$ cat config.mk
export PLATFORM = sky130hd
export DESIGN_NAME = johnson_phase_decoder_flat
export DESIGN_NICKNAME = d
export VERILOG_FILES = /design/src/rtl/johnson_phase_decoder_pkg.sv /design/src/rtl/johnson_phase_decoder_if.sv /design/src/rtl/johnson_phase_decoder_code_check.sv /design/src/rtl/johnson_phase_decoder.sv /design/src/flat_wrapper.sv
export SDC_FILE = /design/constraint.sdc
export NUM_CORES = 1
export LEC_CHECK = 0
export ABC_AREA = 0
export ABC_CLOCK_PERIOD_IN_PS = 3600
export CORE_ASPECT_RATIO = 0.5
export CORE_UTILIZATION = 45
export CTS_CLUSTER_SIZE = 28
export DETAILED_ROUTE_END_ITERATION = 10
export MAX_ROUTING_LAYER = met4
export PLACE_DENSITY = 0.77
export SYNTH_ARGS = -nofsm -noshare
export SYNTH_HDL_FRONTEND = slang
export SYNTH_SLANG_ARGS = --single-unit
$ cat constraint.sdc
create_clock -name clk -period 3.6 [get_ports clk]
set_clock_uncertainty 0.05 [all_clocks]
set_input_delay 0.72 -clock clk [delete_from_list [all_inputs] [get_ports clk]]
set_output_delay 0.72 -clock clk [all_outputs]
set_load 0.02 [all_outputs]
$ cat src/rtl/johnson_phase_decoder_pkg.sv
// rtl/johnson_phase_decoder_pkg.sv - shared Johnson code helpers, default width and FSM states
package johnson_pkg;

    localparam int WIDTH_DEF = 4;
    localparam int PHASES    = 2 * WIDTH_DEF;

    typedef enum logic [0:0] {
        ACQUIRE = 1'b0,
        LOCKED  = 1'b1
    } fsm_e;

    // Legal iff the ring has at most one 0/1 boundary inside the low w bits.
    function automatic logic johnson_legal(input logic [31:0] q, input int w);
        int edges;
        edges = 0;
        for (int i = 0; i < w - 1; i++) begin
            if (q[i] != q[i+1]) edges++;
        end
        return (edges <= 1);
    endfunction

    function automatic int johnson_idx(input logic [31:0] q, input int w);
        int ones;
        ones = 0;
        for (int i = 0; i < w; i++) begin
            ones += int'(q[i]);
        end
        return q[w-1] ? (2 * w - ones) : ones;
    endfunction

endpackage

$ cat src/rtl/johnson_phase_decoder_if.sv
// rtl/johnson_phase_decoder_if.sv - Johnson code input and decoded status bundle
interface johnson_phase_decoder_if #(
    parameter int WIDTH = 4,
    parameter int ERRW  = 8,
    parameter int REVW  = 16
);
    localparam int N_PHASE = 2 * WIDTH;
    localparam int IDXW    = $clog2(N_PHASE);

    logic [WIDTH-1:0]   q;
    logic [N_PHASE-1:0] phase;
    logic [IDXW-1:0]    phase_idx;
    logic               valid;
    logic               illegal;
    logic               seq_err;
    logic               wrap;
    logic               locked;
    logic               err_sticky;
    logic [ERRW-1:0]    err_count;
    logic [REVW-1:0]    rev_count;

    modport master (
        output q,
        input  phase, phase_idx, valid, illegal, seq_err, wrap,
               locked, err_sticky, err_count, rev_count
    );

    modport slave (
        input  q,
        output phase, phase_idx, valid, illegal, seq_err, wrap,
               locked, err_sticky, err_count, rev_count
    );
endinterface

$ cat src/rtl/johnson_phase_decoder_code_check.sv
// rtl/johnson_phase_decoder_code_check.sv - combinational Johnson code legality and index
module johnson_code_check
    import johnson_pkg::*;
#(
    parameter int WIDTH = WIDTH_DEF,
    parameter int IDXW  = $clog2(2 * WIDTH)
) (
    input  logic [WIDTH-1:0] i_q,
    output logic             o_legal,
    output logic [IDXW-1:0]  o_idx
);

    logic [31:0] w_q32;

    assign w_q32   = 32'(i_q);
    assign o_legal = johnson_legal(w_q32, WIDTH);
    assign o_idx   = o_legal ? IDXW'(johnson_idx(w_q32, WIDTH)) : '0;

endmodule

$ cat src/rtl/johnson_phase_decoder.sv
// rtl/johnson_phase_decoder.sv - registered phase decode, successor check, lock FSM and counters
module johnson_phase_decoder
    import johnson_pkg::*;
#(
    parameter int WIDTH    = WIDTH_DEF,
    parameter int LOCK_CNT = 4,
    parameter int ERRW     = 8,
    parameter int REVW     = 16
) (
    input  logic clk,
    input  logic reset,
    johnson_phase_decoder_if.slave bus
);

    localparam int N_PHASE = 2 * WIDTH;
    localparam int IDXW    = $clog2(N_PHASE);

    localparam logic [0:0] ST_ACQUIRE = ACQUIRE;
    localparam logic [0:0] ST_LOCKED  = LOCKED;

    logic                w_legal;
    logic [IDXW-1:0]     w_idx;
    logic [IDXW-1:0]     w_succ_idx;
    logic                w_prev_last;
    logic                w_checked;
    logic                w_correct;
    logic                w_seq_err;
    logic                w_illegal;
    logic                w_err;
    logic                w_wrap;

    logic [0:0]          r_state;
    logic [3:0]          r_succ_cnt;
    logic                r_prev_ok;
    logic [IDXW-1:0]     r_prev_idx;
    logic [N_PHASE-1:0]  r_phase;
    logic [IDXW-1:0]     r_phase_idx;
    logic                r_valid;
    logic                r_illegal;
    logic                r_seq_err;
    logic                r_wrap;
    logic                r_err_sticky;
    logic [ERRW-1:0]     r_err_count;
    logic [REVW-1:0]     r_rev_count;

    johnson_code_check #(
        .WIDTH (WIDTH),
        .IDXW  (IDXW)
    ) u_code_check (
        .i_q     (bus.q),
        .o_legal (w_legal),
        .o_idx   (w_idx)
    );

    assign w_prev_last = (r_prev_idx == IDXW'(N_PHASE - 1));
    assign w_succ_idx  = w_prev_last ? '0 : r_prev_idx + 1'b1;
    assign w_checked   = r_prev_ok && w_legal;
    assign w_correct   = w_checked && (w_idx == w_succ_idx);
    assign w_seq_err   = w_checked && !w_correct;
    assign w_illegal   = !w_legal;
    assign w_err       = w_illegal || w_seq_err;
    assign w_wrap      = w_correct && w_prev_last;

    always_ff @(posedge clk) begin
        if (reset) begin
            r_phase     <= '0;
            r_phase_idx <= '0;
            r_valid     <= 1'b0;
            r_illegal   <= 1'b0;
            r_seq_err   <= 1'b0;
            r_wrap      <= 1'b0;
            r_prev_ok   <= 1'b0;
            r_prev_idx  <= '0;
        end else begin
            r_phase     <= w_legal ? (N_PHASE'(1) << w_idx) : '0;
            r_phase_idx <= w_idx;
            r_valid     <= w_legal;
            r_illegal   <= w_illegal;
            r_seq_err   <= w_seq_err;
            r_wrap      <= w_wrap;
            r_prev_ok   <= w_legal;
            if (w_legal) r_prev_idx <= w_idx;
        end
    end

    // The LOCK_CNT-th correct successor moves to LOCKED; any error drops back.
    always_ff @(posedge clk) begin
        if (reset) begin
            r_state    <= ST_ACQUIRE;
            r_succ_cnt <= '0;
        end else begin
            case (r_state)
                ST_ACQUIRE: begin
                    if (w_err) begin
                        r_succ_cnt <= '0;
                    end else if (w_correct) begin
                        if (r_succ_cnt == 4'(LOCK_CNT - 1)) begin
                            r_state    <= ST_LOCKED;
                            r_succ_cnt <= '0;
                        end else begin
                            r_succ_cnt <= r_succ_cnt + 1'b1;
                        end
                    end
                end
                default: begin
                    if (w_err) begin
                        r_state    <= ST_ACQUIRE;
                        r_succ_cnt <= '0;
                    end
                end
            endcase
        end
    end

    always_ff @(posedge clk) begin
        if (reset) begin
            r_err_sticky <= 1'b0;
            r_err_count  <= '0;
            r_rev_count  <= '0;
        end else begin
            if (w_err) begin
                r_err_sticky <= 1'b1;
                if (r_err_count != '1) r_err_count <= r_err_count + 1'b1;
            end
            if (w_wrap && (r_state == ST_LOCKED)) r_rev_count <= r_rev_count + 1'b1;
        end
    end

    assign bus.phase      = r_phase;
    assign bus.phase_idx  = r_phase_idx;
    assign bus.valid      = r_valid;
    assign bus.illegal    = r_illegal;
    assign bus.seq_err    = r_seq_err;
    assign bus.wrap       = r_wrap;
    assign bus.locked     = (r_state == ST_LOCKED);
    assign bus.err_sticky = r_err_sticky;
    assign bus.err_count  = r_err_count;
    assign bus.rev_count  = r_rev_count;

endmodule

$ cat src/flat_wrapper.sv
// flat-port wrapper written by rule: the top's interface ports become plain ports
module johnson_phase_decoder_flat import johnson_pkg::*;
#(
    parameter int WIDTH    = WIDTH_DEF,
    parameter int LOCK_CNT = 4,
    parameter int ERRW     = 8,
    parameter int REVW     = 16
)
  (clk, reset, bus_q, bus_phase, bus_phase_idx, bus_valid, bus_illegal, bus_seq_err, bus_wrap, bus_locked, bus_err_sticky, bus_err_count, bus_rev_count);
  johnson_phase_decoder_if #(.WIDTH(WIDTH), .ERRW(ERRW), .REVW(REVW)) bus_i ();
  input  logic clk;
  input  logic reset;
  input wire logic [$bits(bus_i.q)-1:0] bus_q;
  output wire logic [$bits(bus_i.phase)-1:0] bus_phase;
  output wire logic [$bits(bus_i.phase_idx)-1:0] bus_phase_idx;
  output wire logic [$bits(bus_i.valid)-1:0] bus_valid;
  output wire logic [$bits(bus_i.illegal)-1:0] bus_illegal;
  output wire logic [$bits(bus_i.seq_err)-1:0] bus_seq_err;
  output wire logic [$bits(bus_i.wrap)-1:0] bus_wrap;
  output wire logic [$bits(bus_i.locked)-1:0] bus_locked;
  output wire logic [$bits(bus_i.err_sticky)-1:0] bus_err_sticky;
  output wire logic [$bits(bus_i.err_count)-1:0] bus_err_count;
  output wire logic [$bits(bus_i.rev_count)-1:0] bus_rev_count;
  assign bus_i.q = bus_q;
  assign bus_phase = bus_i.phase;
  assign bus_phase_idx = bus_i.phase_idx;
  assign bus_valid = bus_i.valid;
  assign bus_illegal = bus_i.illegal;
  assign bus_seq_err = bus_i.seq_err;
  assign bus_wrap = bus_i.wrap;
  assign bus_locked = bus_i.locked;
  assign bus_err_sticky = bus_i.err_sticky;
  assign bus_err_count = bus_i.err_count;
  assign bus_rev_count = bus_i.rev_count;
  johnson_phase_decoder #(.WIDTH(WIDTH), .LOCK_CNT(LOCK_CNT), .ERRW(ERRW), .REVW(REVW)) u_core (.clk(clk), .reset(reset), .bus(bus_i));
endmodule
; Yosys cells after proc, flatten, opt, wreduce, memory -nomap -nowiden
; Cells that the tools add are included.
[op_classes]
order_cmp = 1
reduce_logical = 12
bitwise = 1
shift = 1
addsub = 10
n_eq_ne = 8
muxes = 16
[op_table]
columns = op, count
row1 = $add 32x2->32 const B, 2
row2 = $mux 32, 2
row3 = $le 32x2->1 const B, 1
row4 = $mux 4, 5
row5 = $add 16x1->16 const B, 1
row6 = $mux 3, 3
row7 = $add 8x1->8 const B, 1
row8 = $ne 8x8->1 const B, 1
row9 = $shl 1x3->8 const A, 1
row10 = $mux 1, 6
row11 = $logic_and 1x1->1, 5
row12 = $add 4x1->4 const B, 1
row13 = $eq 4x2->1 const B, 1
row14 = $reduce_and 2->1, 2
row15 = $add 2x1->3, 1
row16 = $add 3x1->3, 1
row17 = $add 3x1->3 const B, 1
row18 = $eq 3x3->1, 1
row19 = $eq 3x3->1 const B, 1
row20 = $ne 1x1->1, 3
row21 = $sub 1x3->3 const A, 1
row22 = $add 1x1->2, 1
row23 = $logic_not 1->1, 2
row24 = $ne 2x1->1 const B, 1
row25 = 4 further kinds, 4
[word_totals]
register_bits = 48
output_inout_bits = 41
elab_cells = 61

; Depth between registers and ports, before layout
[logic_depth]
depth_word = 15
depth_mapped = 14
mapped_depth_nobuf = 12

; Modules after synthesis
; From an unflattened synthesis, not the netlist that was laid out.
[unflattened]
cells_unflattened = 283
area_unflattened_um2 = 2484.9
[modules_own_cells]
columns = module, seq_area_each_um2, n_inst, area_each_um2, cells_per_inst
row1 = johnson_phase_decoder, 960.9, 1, 2272.2, 254
row2 = johnson_code_check, 0.0, 1, 212.7, 29

; Worst setup path after synthesis
; OpenSTA, ideal clock, no wires.
[synth_path]
path_kind = input to register
start = input bus_q[0]
end = register u_core.r_rev_count[9], in the netlist u_core.bus.rev_count[9]
setup_ns = 0.123
n_path_buf = 2
stages = 13
arrival_time_ns = 3.700
path_slack_ns = -0.274
cell_sequence = fa_1 ha_1 clkbuf_1 inv_1 ha_1 nand2_1 and3b_1 or2_2 o221ai_1 or3_1 buf_6 nor4_4 mux2_1
[synth_via]
elab_chain_cells = 12
[synth_lines]
columns = element, line_no
row1 = from (decl), flat_wrapper.sv:13  ; input wire logic [$bits(bus_i.q)-1:0] bus_q;
row2 = $ne 1x1->1, johnson_phase_decoder_pkg.sv:17  ; if (q[i] != q[i+1]) edges++;
row3 = $mux 1, johnson_phase_decoder_pkg.sv:17
row4 = $add 32x2->32, johnson_phase_decoder_pkg.sv:17
row5 = $mux 32, johnson_phase_decoder_pkg.sv:17
row6 = $add 32x2->32, johnson_phase_decoder_pkg.sv:17
row7 = $mux 32, johnson_phase_decoder_pkg.sv:17
row8 = $le 32x2->1, johnson_phase_decoder_pkg.sv:19  ; return (edges <= 1);
row9 = $mux 3, johnson_phase_decoder_code_check.sv:17  ; assign o_idx = o_legal ? IDXW'(johnson_idx(w_q32, WIDTH)) : '0;
row10 = $eq 3x3->1, johnson_phase_decoder.sv:58  ; assign w_correct = w_checked && (w_idx == w_succ_idx);
row11 = $logic_and 1x1->1 (*), johnson_phase_decoder.sv:58
row12 = $logic_and 1x1->1 (*), johnson_phase_decoder.sv:62  ; assign w_wrap = w_correct && w_prev_last;
row13 = $logic_and 1x1->1 (*), johnson_phase_decoder.sv:125  ; if (w_wrap && (r_state == ST_LOCKED)) r_rev_count <= r_rev_count + 1'b1;
row14 = to (signal assigned), johnson_phase_decoder.sv:125
row15 = to (decl), johnson_phase_decoder.sv:44  ; logic [REVW-1:0] r_rev_count;
; Mark *: on every way between the ends. The rest lies on a longest branch, timed or not.
; A chain may end at the register's enable or synchronous reset.

; Final worst setup path
[layout_path]
start = input bus_q[1]
end = register u_core.r_rev_count[12], in the netlist u_core.bus.rev_count[12]
; Same word-level chain as after synthesis.

==> summary.txt <==
Logic synthesis
  – Synth Cell Area: 2450 um2
  – Largest family of logic cells by synthesized area: simple AND/OR/NAND/NOR gates
  – Mux share of post-synthesis cell area: 2.76%
  – FF+latch count, synth: 48
  – Top_reg_cell synth: dfxtp_1
  – Syn nets: approximately 290
  – Ys async rst share: 0%
  – Post-Synth Simple-Gate Area: between 20% and 30%
  – Unique masters post-synth: 48
  – Compound-gate portion of the synthesized area: between 10% and 20%
  – XOR/XNOR Fraction of Synth Area: ~1.1%
  – Warnings from Yosys: 0
  – Sequential-to-total area share from yosys stat: 39.2%
  – Mean Syn Cell Area: between 8 and 9 um2
  – Post-synth EDFFs: 0
  – Post-Synth Adder-Cell Area: about 5.4%
  – Cell count after synthesis: approximately 280

Drt
  – Post-route ant nets: 0
  – Total wire length: approximately 6500 um
  – Wire per inst: 15.8 um
  – Initial DRT Pass Iterations: 4
  – Top Layer Used: met4
  – Metal3 WL: about 200 um
  – Via count: 2355
  – Initial drt markers: 136
  – Metal-1 WL: about 2900 um
  – Vias per cell: 5.72
  – DRC: 0
  – Met2 wire length: 3420 um

Worst setup path
  – Critical path class: in2reg
  – Arr. time, crit path: roughly 3.7 ns
  – CP endpoint kind: register
  – CP Launch Type: input port
  – Crit-path max FO: 15
  – CP required: around 3.7 ns

Finish
  – Design area: around 3600 um2
  – Cell Count, Final, Fillers Out: approximately 400
  – Layout area overhead: 45.3%
  – Layout Nets: 357
  – Share of cells above drive strength 1: between 20% and 30%
  – Ant. Diodes: 0

STA
  – RSZ-0062 raised after global routing: yes
  – Final setup viols: 0
  – Max_slew headroom: between 40% and 50%
  – Crit share post-route: between 90% and 100%
  – TNS Setup: 0 ns
  – Fmax achieved: 0.283 GHz
  – Fin crit period: about 3.5 ns
  – Final Slew Violations: 0
  – Final hold viol count: 0
  – PnR worst setup slack: 0.0615 ns
  – Worst slew pin tran: approximately 0.75 ns

Clocking
  – Clock tree from TritonCTS: yes
  – Clock buffer depth: 2
  – CTS Hold Bufs: 0
  – Htree depth: 2
  – Worst-path clk slew: roughly 0.090 ns
  – Total CTS buffers: 5
  – Skew-Pair Late Insertion Delay: ~0.30 ns
  – CTS root buf: clkbuf_8
  – Sinks on Clock Net: 48

Floorplan
  – Die Span Y: 54.2 um
  – Std-Cell Rows: 18
  – IO Pins: 47
  – Placeable core region: between 5000 and 6000 um2
  – Die Wd: ~110 um
  – Starting Density: about 48%
  – Die area: slightly below 6000 um2

Power and ir drop
  – Clock share of power: roughly a quarter
  – Reg power frac: 43.8%
  – Gate power share: 32.1%
  – Tot Pwr: roughly 1300 uW
  – Sw frac: 31.8%
  – P_leak: about 0.0013 uW
  – Peak VDD IR: around 0.00022 V
  – Switch Pwr: approximately 410 uW
  – Pint: about 890 uW
  – PD cells: ~360 nW/um2

Placed design
  – Detailed Place HPWL: slightly above 4000 um
  – PortBufs: 46
  – Area after DPL: ~3100 um2
  – Routability cong.: about 0.85
  – Pre-CTS setup slack: -0.679 ns
  – Placed cells: between 300 and 400

Global route
  – Vias in the first global route: between 2000 and 2500
  – First-pass GRT wire length: between 10000 and 15000 um
  – Largest net degree at the start of global routing: 32
  – Initial antenna violation count: 0
  – GRT Util Overall: 23.8%
  – Grt ovf: 0

Worst hold path
  – Min-delay worst type: reg2reg

Run
  – Max-cap violations: 0

Run status
  – Status: complete, no violations
==> worst max-delay path: stages <==
cell and delay [ns]:
buf_8 0.10, fa_1 0.51, ha_4 0.19, ha_4 0.27
inv_4 0.04, ha_4 0.24, nand2_2 0.05, and3b_2 0.26
or2_4 0.14, o221ai_4 0.11, or3_4 0.38, buf_6 0.15
buf_16 0.16, o311ai_4 0.22, o41ai_2 0.12
==> what timing repair did <==
action	CTS	global route
gates cloned	2	0
endpoints found under the setup margin	29	23
resized for setup	42	17
setup buffers	1	2
pin swaps	9	12
==> per-layer routing <==
layer	track usage, %	up-vias
met5	-	-
met4	5.09	0
met3	4.00	4
met2	44.7	43
met1	27.5	1163
li1	-	1145
==> logic make-up after synthesis <==
logic type,after synthesis
compound gates,63
xor+xnor,3
fa+ha+maj,10
buf+inv,28
flops,48
mux,6
simple gates,119
==> registers in the layout, summed over array words and instances (netlist names) <==
signal and count:
u_core.bus.rev_count 16, u_core.bus.err_count 8, u_core.bus.phase 8, u_core.r_succ_cnt 4, u_core.bus.phase_idx 3, u_core.r_prev_idx 3
u_core.bus.err_sticky 1, u_core.bus.illegal 1, u_core.bus.locked 1, u_core.bus.seq_err 1, u_core.bus.wrap 1, u_core.r_prev_ok 1
==> cell usage after synthesis (all sizes together), types with 7 or more instances <==
| cell | instances | share of area [%] |
|---|---|---|
| inv | 12 | 1.8 |
| nor2 | 20 | 3.1 |
| clkbuf | 10 | 1.5 |
| ha | 9 | 4.6 |
| a21oi | 13 | 2.7 |
| o41ai | 11 | 3.9 |
| nor3 | 10 | 2.0 |
| or2 | 13 | 3.3 |
| dfxtp | 48 | 39 |
| nand2b | 8 | 2.3 |
| nand2 | 27 | 4.1 |
| nand3 | 7 | 1.4 |
| o311ai | 11 | 3.9 |
| a21o | 7 | 2.1 |
==> area by class of cell <==
cell class / count / area (um2)
well taps: 70 / 87.6
flip-flops and latches: 48 / 961
clock buffers: 5 / 68.8
repair buffers: 73 / 728
clock inverters: 3 / 18.8
fillers: 414 / 1530
multi-input cells: 201 / 1650
inverters: 12 / 47.5
==> cells in the final DEF, fill, tap and decap left out, types with 9 or more instances in the layout <==
master and instances:
a21oi_1 11, nor2_1 20, inv_1 10, clkdlybuf4s50_1 43, or2_2 11, buf_4 22, dfxtp_1 48, nand2_1 26
o41ai_2 9, nor3_1 10
==> path summary, 6_finish.rpt <==
check,start,to,slack (ns),cells after the start
max,bus_q[1],u_core.bus.rev_count[12]$_SDFFE_PP0P_,0.06,15
min,u_core.r_prev_idx[2]$_SDFFE_PP0N_,u_core.r_prev_idx[2]$_SDFFE_PP0N_,0.41,2
max reg2reg,u_core.r_prev_idx[0]$_SDFFE_PP0N_,u_core.bus.rev_count[12]$_SDFFE_PP0P_,1.02,9
min reg2reg,u_core.r_prev_idx[2]$_SDFFE_PP0N_,u_core.r_prev_idx[2]$_SDFFE_PP0N_,0.41,2
==> metrics by stage <==
stage	hold slack [ns]	utilization [%]
global route	0.463	70.0
global placement	0.390	61.5
detailed placement	0.392	61.5
floorplan	0.377	-
CTS	0.405	67.6
finish	0.406	70.0
==> power groups by stage <==
stage / logic, uW / clock network (uW) / registers, uW
after floorplan: 194 / 0 / 594
after global placement: 302 / 0 / 580
after detailed placement: 311 / 0 / 580
after CTS: 387 / 321 / 569
after global routing: 447 / 347 / 572
final: 417 / 313 / 569
Note: power is estimated with default switching activity, not from simulation.
